$ cat src/rtl/nibble_accumulator_pkg.sv
// Shared types and widths for the nibble accumulator.
package nibble_accumulator_pkg;
  localparam int ACC_W     = 8;
  localparam int NIB_W     = 4;
  localparam int COUNT_MAX = 255;

  typedef enum logic [1:0] {
    IDLE = 2'd0,
    ACC  = 2'd1,
    DONE = 2'd2
  } state_t;
endpackage

$ cat src/rtl/eightbitadder.sv
// 8-bit + 4-bit unsigned adder with carry out of bit 7.
module eightbitadder (
  input  logic [7:0] A,
  input  logic [3:0] B,
  output logic [7:0] S,
  output logic       Co
);
  assign {Co, S} = {1'b0, A} + {5'b0, B};
endmodule

$ cat src/rtl/nibble_accumulator.sv
// Accumulates COUNT nibbles per frame into an 8-bit sum with sticky carry flag.
// Define NIBBLE_ACC_SAT_EN to saturate the sum at 8'hFF on carry-out instead of wrapping.
module nibble_accumulator
  import nibble_accumulator_pkg::*;
#(
  parameter int COUNT = 4
) (
  input  logic             clk,
  input  logic             rst,
  input  logic             in_valid,
  output logic             in_ready,
  input  logic [NIB_W-1:0] in_data,
  output logic             out_valid,
  input  logic             out_ready,
  output logic [ACC_W-1:0] out_sum,
  output logic             out_ovf,
  output logic             busy
);
  localparam logic [7:0] COUNT_L = COUNT[7:0];

  state_t           state_q, state_d;
  logic [ACC_W-1:0] acc_q, acc_d;
  logic             ovf_q, ovf_d;
  logic [7:0]       cnt_q, cnt_d;
  logic [ACC_W-1:0] sum;
  logic             co;
  logic             accept;

  eightbitadder u_add (
    .A  (acc_q),
    .B  (in_data),
    .S  (sum),
    .Co (co)
  );

  // Reset gates the handshake outputs combinationally so they read 0 for the whole rst cycle.
  assign in_ready  = !rst && (state_q != DONE);
  assign out_valid = !rst && (state_q == DONE);
  assign busy      = !rst && (state_q == ACC);
  assign out_sum   = out_valid ? acc_q : '0;
  assign out_ovf   = out_valid && ovf_q;
  assign accept    = in_valid && in_ready;

  always_comb begin
    state_d = state_q;
    acc_d   = acc_q;
    ovf_d   = ovf_q;
    cnt_d   = cnt_q;
    case (state_q)
      IDLE, ACC: begin
        if (accept) begin
`ifdef NIBBLE_ACC_SAT_EN
          acc_d = co ? 8'hFF : sum;
`else
          acc_d = sum;
`endif
          ovf_d   = ovf_q | co;
          cnt_d   = cnt_q + 8'd1;
          state_d = (cnt_d == COUNT_L) ? DONE : ACC;
        end
      end
      DONE: begin
        if (out_ready) begin
          acc_d   = '0;
          ovf_d   = 1'b0;
          cnt_d   = '0;
          state_d = IDLE;
        end
      end
      default: state_d = IDLE;
    endcase
  end

  always_ff @(posedge clk) begin
    if (rst) begin
      state_q <= IDLE;
      acc_q   <= '0;
      ovf_q   <= 1'b0;
      cnt_q   <= '0;
    end else begin
      state_q <= state_d;
      acc_q   <= acc_d;
      ovf_q   <= ovf_d;
      cnt_q   <= cnt_d;
    end
  end
endmodule

$ cat config.mk
export PLATFORM = sky130hd
export DESIGN_NAME = nibble_accumulator
export DESIGN_NICKNAME = d
export VERILOG_FILES = /design/src/rtl/nibble_accumulator_pkg.sv /design/src/rtl/eightbitadder.sv /design/src/rtl/nibble_accumulator.sv
export SDC_FILE = /design/constraint.sdc
export NUM_CORES = 1
export LEC_CHECK = 0
export BUFFER_PORTS_ARGS = -buffer_cell sky130_fd_sc_hd__buf_2
export CAP_MARGIN = 20
export CORE_UTILIZATION = 59
export DETAILED_ROUTE_END_ITERATION = 6
export GPL_ROUTABILITY_DRIVEN = 0
export GPL_TIMING_DRIVEN = 0
export HOLD_SLACK_MARGIN = 0.1
export PLACE_DENSITY = 0.9
export SYNTH_ARGS = -nofsm -noshare
export SYNTH_HDL_FRONTEND = slang
export SYNTH_HIERARCHICAL = 1
export SYNTH_SLANG_ARGS = --single-unit
$ cat constraint.sdc
create_clock -name clk -period 3.78 [get_ports clk]
set_input_delay 0.189 -clock clk [delete_from_list [all_inputs] [get_ports clk]]
set_output_delay 0.189 -clock clk [all_outputs]
set_load 0.1 [all_outputs]
==> results of run 1 <==
==> report_power, final <==
group          leakage (nW)  total (mW)  internal (mW)  switching [mW]
clock network        0.0177       0.109         0.0396          0.0690
logic                 0.398      0.0630         0.0236          0.0394
registers             0.154       0.210          0.205         0.00459
==> logic make-up after synthesis <==
kind of cell               after synthesis  synth area share, %
DFF                                     19                 32.7
AOI/OAI and AO/OA                       44                 25.3
adders and majority gates                7                 8.17
xor gates and xnor gates                 7                 5.27
buffers and inverters                    9                 3.87
and+or+nand+nor                         54                 24.7
==> placed cells by master (no fill, tap or decap), drive strengths merged, types with 2 or more instances in the layout <==
master,instances
buf,23
dfxtp,19
nor2,17
a21oi,12
and2,10
a22oi,9
o21ai,7
nand3,6
ha,6
clkbuf,6
nand2,5
xnor2,4
nand3b,3
xor2,3
nor3,3
nor2b,2
a31oi,2
o21a,2
and3,2
a211oi,2
dlygate4sd3,2
inv,2
a211o,2
o211ai,2
==> state kept, by name (all words and copies together) (netlist names) <==
| register | flops |
|---|---|
| acc_q | 8 |
| ovf_q | 1 |
| cnt_q | 8 |
| state_q | 2 |
==> how the worst min path moves through the flow <==
stage | cells after the start | endpoint | from
after floorplan | 1 | ovf_q$_SDFFE_PP0P_ | out_ready
after global placement | 2 | state_q[0]$_SDFFE_PP0P_ | in_valid
after detailed placement | 2 | ovf_q$_SDFFE_PP0P_ | out_ready
after CTS | 4 | state_q[0]$_SDFFE_PP0P_ | rst
after global routing | 4 | state_q[0]$_SDFFE_PP0P_ | rst
final | 4 | state_q[0]$_SDFFE_PP0P_ | rst
==> final cells by class <==
type / instances / area, um2
Clock buffer: 3 / 22.5
Sequential cell: 19 / 380
Buffer: 7 / 37.5
Clock inverter: 1 / 5.00
Multi-Input combinational cell: 112 / 738
Inverter: 2 / 7.51
Timing Repair Buffer: 21 / 115
Tap cell: 25 / 31.3
Fill cell: 135 / 445
==> layer usage <==
| layer | vias up | part of all wire (%) | global-route usage, % |
|---|---|---|---|
| met4 | 0 | 2.3 | 14.7 |
| met3 | 7 | 3.8 | 4.31 |
| met2 | 32 | 46 | 44.2 |
| met5 | - | 0 | 0 |
| met1 | 518 | 48 | 31.8 |
| li1 | 561 | - | - |
==> critical path: cells and delay by family (launching register included) <==
kind                   cells  cell delay [ps]
buffers and inverters      2              710
flip-flops                 1              400
AND/OR/NAND/NOR            3              630
==> timing repair <==
action                    in CTS  in global routing
buffers inserted               0                  0
hold endpoints to repair       2                  0
hold buffers                   2                  0
==> results.json, run 1 <==
{
  "status": "completed",
  "via_count": 1118,
  "startpoint": "state_q[1]$_SDFFE_PP0P_",
  "grt_pass1_vias": 964,
  "dp_cells": 184,
  "viasPerCell": 5.88,
  "crit_path_end": "out_sum[2]",
  "dieWidth_um": 46.4,
  "coreArea_um2": 1780,
  "cp_max_fo": 10,
  "route.detailed.drc": 0,
  "period_share_pct": 59.4,
  "syn_nets": 155,
  "yosysTopAreaCell": "dfxtp_1",
  "synth-seq-area-share_pct": 32.7,
  "fin_area_um2": 1340,
  "hold_viol_final": 0,
  "grt_util_all_layers_pct": 26.5,
  "power-per-cell-area_nw_per_um2": 285,
  "post_drt_wl_per_cell_um": 13.5,
  "clkTransAtPathRegs_ps": 110,
  "ff2ff_setup_slack_ps": 1840,
  "max-slew-margin-rel_pct": 55.9,
  "yosys_warnings": 6,
  "antenna_found_initial": 0,
  "endpoint_kind": "primary output",
  "synth-async-reset-ratio_pct": 0,
  "r2r-end": "acc_q[4]$_SDFFE_PP0P_",
  "start_util_pct": 65.3,
  "crit_path_top_delay_cell": "buf_2",
  "cp_common_cell": "nor2b_1",
  "synth_area_leaders": "dfxtp_1 33%, ha_1 6.5%, a22oi_1 5.8%",
  "synth_cell_types": 38,
  "finalPower_mw": 0.381,
  "arrival_ps": 2060,
  "slew_viol_final": 0,
  "period_minus_slack_ps": 2250,
  "synth_top_area_share_pct": 32.7,
  "ys_seq_elements": 19,
  "rr_worst_depth": 7,
  "max_stage_delay_ps": 420,
  "setup.worst_path.start_class": "flop",
  "dr.pass1.iters": 4,
  "skew_ps": 3.56,
  "synth_common_cells": "19 x dfxtp_1, 17 x nor2_1, 12 x a21oi_1, 10 x and2_1, 9 x a22oi_1",
  "worstPathRequired_ps": 3590,
  "finalWorstSetupSlack_ps": 1530,
  "hp-class": "input port to flop",
  "syn-cell-area_um2": 1160,
  "drtIter0Drc": 40,
  "n_antenna_cell": 0,
  "fmax_ghz": 0.445,
  "timing.hold.ws_ps": 207,
  "rsz0062_at_grt": "false",
  "cts_resized": 0,
  "drive_above_1_share_pct": 18.2,
  "grt_max_degree": 12,
  "port_buffers": 19,
  "die_h_um": 46.4,
  "vdd_drop_max_mv": 0.207,
  "final_core_util_pct": 75.0,
  "placed_cell_area_um2": 1290,
  "numClockSinks": 19,
  "pre_cts_slack_ps": 1890,
  "cts_tree": "done",
  "r2r-start": "acc_q[0]$_SDFFE_PP0P_",
  "instances_no_fill": 190,
  "worstMarginPinSlew_ps": 658,
  "grt_pass1_wl_um": 3990,
  "clock_latency_ps": 310,
  "grt_overflow_total": 0,
  "max-cap-violations": 0,
  "die-area_um2": 2150,
  "syn_inst": 140,
  "yosysMostFrequentCell": "dfxtp_1",
  "cts_max_level": 1,
  "final_net_count": 181,
  "dp_hpwl_um": 1880,
  "p_leak_nw": 0.570,
  "synth_edf_count": 0,
  "drtAntennaViolNets": 0,
  "critical_path.cell_chain": "nor2b_1, nor2b_1, clkbuf_1, and2_1, buf_2",
  "clock-root-buffer": "clkbuf_4",
  "row_count": 15,
  "synth_flop_cell": "dfxtp_1",
  "synthToLayoutAreaGrowth_pct": 14.9,
  "fin_tns_setup_ps": 0,
  "cts_made_buffers": 3,
  "drt-total-wl_um": 2570,
  "avgSynthCellArea_um2": 8.31,
  "setup_viol": 0,
  "clk_path_buf_depth": 2,
  "ioPinCount": 20,
  "critPathKind": "flop to primary output"
}
Note: power is estimated with default switching activity, not from simulation.
==> inputs of run 2 (changes only) <==
--- a/config.mk
+++ b/config.mk
@@ -7,12 +7,12 @@
 export LEC_CHECK = 0
 export BUFFER_PORTS_ARGS = -buffer_cell sky130_fd_sc_hd__buf_2
 export CAP_MARGIN = 20
-export CORE_UTILIZATION = 59
+export CORE_UTILIZATION = 54
 export DETAILED_ROUTE_END_ITERATION = 6
 export GPL_ROUTABILITY_DRIVEN = 0
 export GPL_TIMING_DRIVEN = 0
 export HOLD_SLACK_MARGIN = 0.1
-export PLACE_DENSITY = 0.9
+export PLACE_DENSITY = 0.84
 export SYNTH_ARGS = -nofsm -noshare
 export SYNTH_HDL_FRONTEND = slang
 export SYNTH_HIERARCHICAL = 1
==> constraint.sdc (replaced) <==
create_clock -name clk -period 2.1 [get_ports clk]
set_input_delay 0.105 -clock clk [delete_from_list [all_inputs] [get_ports clk]]
set_output_delay 0.105 -clock clk [all_outputs]
set_load 0.1 [all_outputs]
==> results.json, run 2 (synthesis results as in run 1) <==
{
  "dp_cells": 186,
  "drtAntennaViolNets": 0,
  "setup_viol": 0,
  "critPathKind": "flop to primary output",
  "via_count": 1120,
  "start_util_pct": 58.1,
  "final_common_cell": "dfxtp_1",
  "hp-class": "input port to flop",
  "max-cap-violations": 0,
  "clockPowerShare_pct": 27.4,
  "crit_path_end": "out_ovf",
  "crit_cells": 5,
  "n_antenna_cell": 0,
  "port_buffers": 19,
  "instances_no_fill": 192,
  "grt_pass1_wl_um": 4340,
  "met2_length_um": 1200,
  "cts_tree": "done",
  "numClockSinks": 19,
  "p_int_mw": 0.486,
  "ioPinCount": 20,
  "drive_above_1_share_pct": 24.2,
  "critical_path.cell_chain": "nor2b_2, nor2b_1, clkbuf_2, and2_2, clkbuf_4",
  "fill_cells": 167,
  "layout.cells.most_common_list": "19 x dfxtp_1, 17 x nor2_1, 13 x buf_2, 12 x a21oi_1",
  "dr.pass1.iters": 4,
  "dp_hpwl_um": 1800,
  "rr_worst_depth": 7,
  "hold_start": "rst",
  "p_switching_mw": 0.192,
  "p_sw_share_pct": 28.3,
  "combPwrFrac_pct": 16.9,
  "vdd_drop_max_mv": 0.366,
  "clk_path_buf_depth": 2,
  "period_minus_slack_ps": 1940,
  "placed_cell_area_um2": 1310,
  "cts_max_level": 1,
  "antenna_found_initial": 0,
  "synthToLayoutAreaGrowth_pct": 18.3,
  "multi_input_area_um2": 752,
  "arrival_ps": 1830,
  "cts_made_buffers": 3,
  "final_net_count": 181,
  "fmax_ghz": 0.516,
  "largestRegisters": "acc_q x8, cnt_q x8, state_q x2",
  "die_h_um": 48.4,
  "rsz0062_at_grt": "false",
  "final-seq-area_um2": 380,
  "ff2ff_setup_slack_ps": 190,
  "die-area_um2": 2340,
  "skew_ps": 3.96,
  "slew_viol_final": 0,
  "max_stage_delay_ps": 400,
  "crit_path_top_delay_cell": "dfxtp_1",
  "coreArea_um2": 2000,
  "wl_met3_um": 141,
  "status": "completed",
  "highest_layer": "met4",
  "p_leak_nw": 0.575,
  "worstMarginPinSlew_ps": 608,
  "worstPathRequired_ps": 2000,
  "fin_area_um2": 1380,
  "grt_max_degree": 11,
  "grt_pass1_vias": 981,
  "cp_num_buf_inv": 2,
  "drt-total-wl_um": 2550,
  "clock_latency_ps": 290,
  "row_count": 16,
  "post_drt_wl_per_cell_um": 13.3,
  "endpoint_kind": "primary output",
  "r2r-start": "acc_q[0]$_SDFFE_PP0P_",
  "period_share_pct": 92.3,
  "grt_overflow_total": 0,
  "drtIter0Drc": 34,
  "fin_tns_setup_ps": 0,
  "cp_max_fo": 10,
  "max-slew-margin-rel_pct": 59.3,
  "met1_length_um": 1190,
  "crit_family": "simple AND/OR/NAND/NOR gates",
  "hold_viol_final": 0,
  "power.share.sequential_pct": 55.7,
  "dieWidth_um": 48.4,
  "r2r-end": "acc_q[4]$_SDFFE_PP0P_",
  "setup.worst_path.start_class": "flop",
  "startpoint": "state_q[1]$_SDFFE_PP0P_",
  "power-per-cell-area_nw_per_um2": 492,
  "cts_setup_buffers": 0,
  "grt_util_all_layers_pct": 23.2,
  "clock-root-buffer": "clkbuf_4",
  "route.detailed.drc": 0,
  "viasPerCell": 5.83,
  "clkTransAtPathRegs_ps": 110
}
==> run 2: cell count changes in the layout (fill, tap and decap cells not counted), sizes merged <==
cell,delta
clkinv,-1
buf,-2
clkbuf,+3
==> run 2: timing repair <==
action / 4_1_cts / 5_1_grt
gates resized for setup: 7 / 3
hold endpoints to repair: 2 / 0
setup endpoints to repair: 7 / 10
hold buffers: 2 / 0
==> run 2: area by class of cell <==
class,instances,share of cell area (%)
multi-input cells,112,54.6
flip-flops and latches,19,27.6
repair buffers,21,10.0
plain buffers,7,2.82
well taps,27,2.45
clock buffers,4,1.91
inverters,2,0.545
==> run 2: power by group through the flow <==
| stage | clock network [mW] | registers [mW] | logic (mW) |
|---|---|---|---|
| finish | 0.186 | 0.377 | 0.114 |
| global placement | 0 | 0.385 | 0.106 |
| CTS | 0.190 | 0.377 | 0.113 |
| detailed placement | 0 | 0.385 | 0.110 |
| floorplan | 0 | 0.383 | 0.0823 |
| global route | 0.206 | 0.379 | 0.127 |
==> run 2: layer usage <==
metal  GRT usage [%]  vias to the layer above
li1                -                      562
met1            31.8                      515
met2            38.7                       39
met3            1.89                        4
met4            7.35                        0
met5               0                        -
==> run 2: worst min-delay path by stage <==
stage | end | cells after the start
CTS | state_q[0]$_SDFFE_PP0P_ | 4
global placement | ovf_q$_SDFFE_PP0P_ | 2
finish | state_q[0]$_SDFFE_PP0P_ | 4
detailed placement | state_q[0]$_SDFFE_PP0P_ | 2
floorplan | ovf_q$_SDFFE_PP0P_ | 1
global route | state_q[0]$_SDFFE_PP0P_ | 4
==> run 2: worst min-delay path, delay by kind of cell <==
kind            cells  cell delay [ps]
compound gates      2              100
buf+inv             1              130
simple gates        1               50
==> run 2: stage by stage <==
stage	hold WS [ps]	setup WS (ps)	utilization [%]	power, mW
after detailed placement	332	241	65.2	0.495
after CTS	132	0.409	68.4	0.680
final	133	162	68.8	0.677
after floorplan	202	153	-	0.466
after global placement	322	278	65.2	0.490
after global routing	181	24.7	68.8	0.712
==> inputs of run 3 (changes only) <==
--- a/config.mk
+++ b/config.mk
@@ -7,7 +7,10 @@
 export LEC_CHECK = 0
 export BUFFER_PORTS_ARGS = -buffer_cell sky130_fd_sc_hd__buf_2
 export CAP_MARGIN = 20
-export CORE_UTILIZATION = 54
+export CELL_PAD_IN_SITES_DETAIL_PLACEMENT = 1
+export CELL_PAD_IN_SITES_GLOBAL_PLACEMENT = 1
+export CORE_MARGIN = 10
+export CORE_UTILIZATION = 40
 export DETAILED_ROUTE_END_ITERATION = 6
 export GPL_ROUTABILITY_DRIVEN = 0
 export GPL_TIMING_DRIVEN = 0
==> results.json, run 3 (synthesis results as in run 1) <==
{
  "status": "completed",
  "final_net_count": 181,
  "viasPerCell": 5.77,
  "route.detailed.drc": 0,
  "die-area_um2": 5470,
  "vdd_drop_max_mv": 0.278,
  "max-slew-margin-rel_pct": 57.1,
  "crit_path_end": "out_sum[5]",
  "grt_overflow_total": 0,
  "p_sw_share_pct": 30.4,
  "power.share.sequential_pct": 54.5,
  "p_int_mw": 0.483,
  "die_h_um": 73.9,
  "fmax_ghz": 0.519,
  "final_core_util_pct": 50.1,
  "drtIter0Drc": 71,
  "n_antenna_cell": 0,
  "coreArea_um2": 2760,
  "setup.worst_path.start_class": "flop",
  "skew_ps": 2.84,
  "ff2ff_setup_slack_ps": 180,
  "port_buffers": 19,
  "power-per-cell-area_nw_per_um2": 502,
  "arrival_ps": 1820,
  "worstPathRequired_ps": 2000,
  "antenna_found_initial": 0,
  "r2r-end": "acc_q[4]$_SDFFE_PP0P_",
  "grt_util_all_layers_pct": 11.8,
  "final_common_cell": "dfxtp_1",
  "row_count": 19,
  "rsz0062_at_grt": "false",
  "ioPinCount": 20,
  "grt_max_degree": 12,
  "drt-total-wl_um": 3160,
  "cts_tree": "done",
  "slew_viol_final": 0,
  "cp_max_fo": 10,
  "p_leak_nw": 0.574,
  "max_stage_delay_ps": 410,
  "hp-class": "input port to flop",
  "clockPowerShare_pct": 28.7,
  "start_util_pct": 42.2,
  "cts_max_level": 1,
  "dp_cells": 190,
  "r2r-start": "acc_q[0]$_SDFFE_PP0P_",
  "clk_path_buf_depth": 2,
  "critical_path.cell_chain": "nor2b_2, nor2b_1, clkbuf_2, and2_2, clkbuf_4",
  "cts_made_buffers": 3,
  "dp_hpwl_um": 2410,
  "worstMarginPinSlew_ps": 641,
  "via_count": 1130,
  "synthToLayoutAreaGrowth_pct": 18.8,
  "setup_viol": 0,
  "clock-root-buffer": "clkbuf_4",
  "crit_path_top_delay_cell": "dfxtp_1",
  "clock_latency_ps": 310,
  "numClockSinks": 19,
  "largestRegisters": "acc_q x8, cnt_q x8, state_q x2",
  "drive_above_1_share_pct": 24.8,
  "startpoint": "state_q[1]$_SDFFE_PP0P_",
  "dr.pass1.iters": 4,
  "grt_pass1_vias": 1151,
  "period_minus_slack_ps": 1930,
  "layout.cells.most_common_list": "19 x dfxtp_1, 17 x nor2_1, 13 x buf_2, 12 x a21oi_1, 12 x clkbuf_4",
  "grt_pass1_wl_um": 5290,
  "post_drt_wl_per_cell_um": 16.1,
  "dieWidth_um": 73.9,
  "combPwrFrac_pct": 16.8,
  "clkTransAtPathRegs_ps": 120,
  "instances_no_fill": 196,
  "rr_worst_depth": 7,
  "drtAntennaViolNets": 0,
  "endpoint_kind": "primary output",
  "max-cap-violations": 0,
  "critPathKind": "flop to primary output",
  "hold_viol_final": 0,
  "p_switching_mw": 0.211,
  "fin_tns_setup_ps": 0,
  "period_share_pct": 91.7
}
-- run 3: changes by cell type in the layout (fill, tap and decap cells not counted) --
cell,previous run,this run
clkbuf_4,5,12
clkbuf_1,3,2
clkinv_2,0,1
buf_4,7,0
-- run 3: worst min path at each step --
stage / from / end / slack (ps) / cells after the start
after floorplan: out_ready / ovf_q$_SDFFE_PP0P_ / 200 / 1
after global placement: out_ready / ovf_q$_SDFFE_PP0P_ / 320 / 2
after detailed placement: in_valid / state_q[0]$_SDFFE_PP0P_ / 340 / 2
after CTS: rst / state_q[0]$_SDFFE_PP0P_ / 140 / 4
after global routing: in_data[0] / acc_q[0]$_SDFFE_PP0P_ / 170 / 4
final: rst / state_q[0]$_SDFFE_PP0P_ / 140 / 4
-- run 3: layer usage --
layer | vias up | global-route usage (%) | part of all wire [%]
met5 | - | 0 | 0
met4 | 0 | 4.97 | 0.98
met3 | 5 | 2.66 | 4.4
met2 | 15 | 19.8 | 50
met1 | 553 | 14.2 | 45
li1 | 557 | - | -
-- run 3: power groups by stage --
stage / Sequential, mW / Clock [mW] / Combinational (mW)
floorplan: 0.383 / 0 / 0.0823
global placement: 0.385 / 0 / 0.108
detailed placement: 0.386 / 0 / 0.113
CTS: 0.378 / 0.197 / 0.117
global route: 0.380 / 0.221 / 0.130
finish: 0.378 / 0.199 / 0.117
-- run 3: stage by stage --
| step | instance area [um2] | power, mW | hold slack [ps] | setup WS, ps |
|---|---|---|---|---|
| final | 1380 | 0.694 | 140 | 174 |
| after global routing | 1380 | 0.731 | 171 | 32.2 |
| after floorplan | 1180 | 0.466 | 202 | 153 |
| after detailed placement | 1310 | 0.499 | 342 | 208 |
| after CTS | 1360 | 0.692 | 144 | 10.5 |
| after global placement | 1310 | 0.493 | 321 | 273 |
-- run 3: repair_timing --
item                                    4_1_cts  5_1_grt
hold endpoints to repair                      2        0
gates resized for setup                       0       10
endpoints found under the setup margin        0       10
setup buffers                                 0        0
hold buffers                                  2        0
-- run 3: layout make-up --
cell class	instances	area, um2
plain buffers	7	38.8
clock buffers	3	22.5
clock inverters	1	5.00
fillers	348	1380
inverters	2	7.51
multi-input cells	112	752
flip-flops and latches	19	380
well taps	31	38.8
repair buffers	21	138
-- run 3: worst max-delay path: cells and delay by family, from the launching register on --
kind	cells	cell delay, ps
buf+inv	2	520
simple gates	3	570
flops	1	410
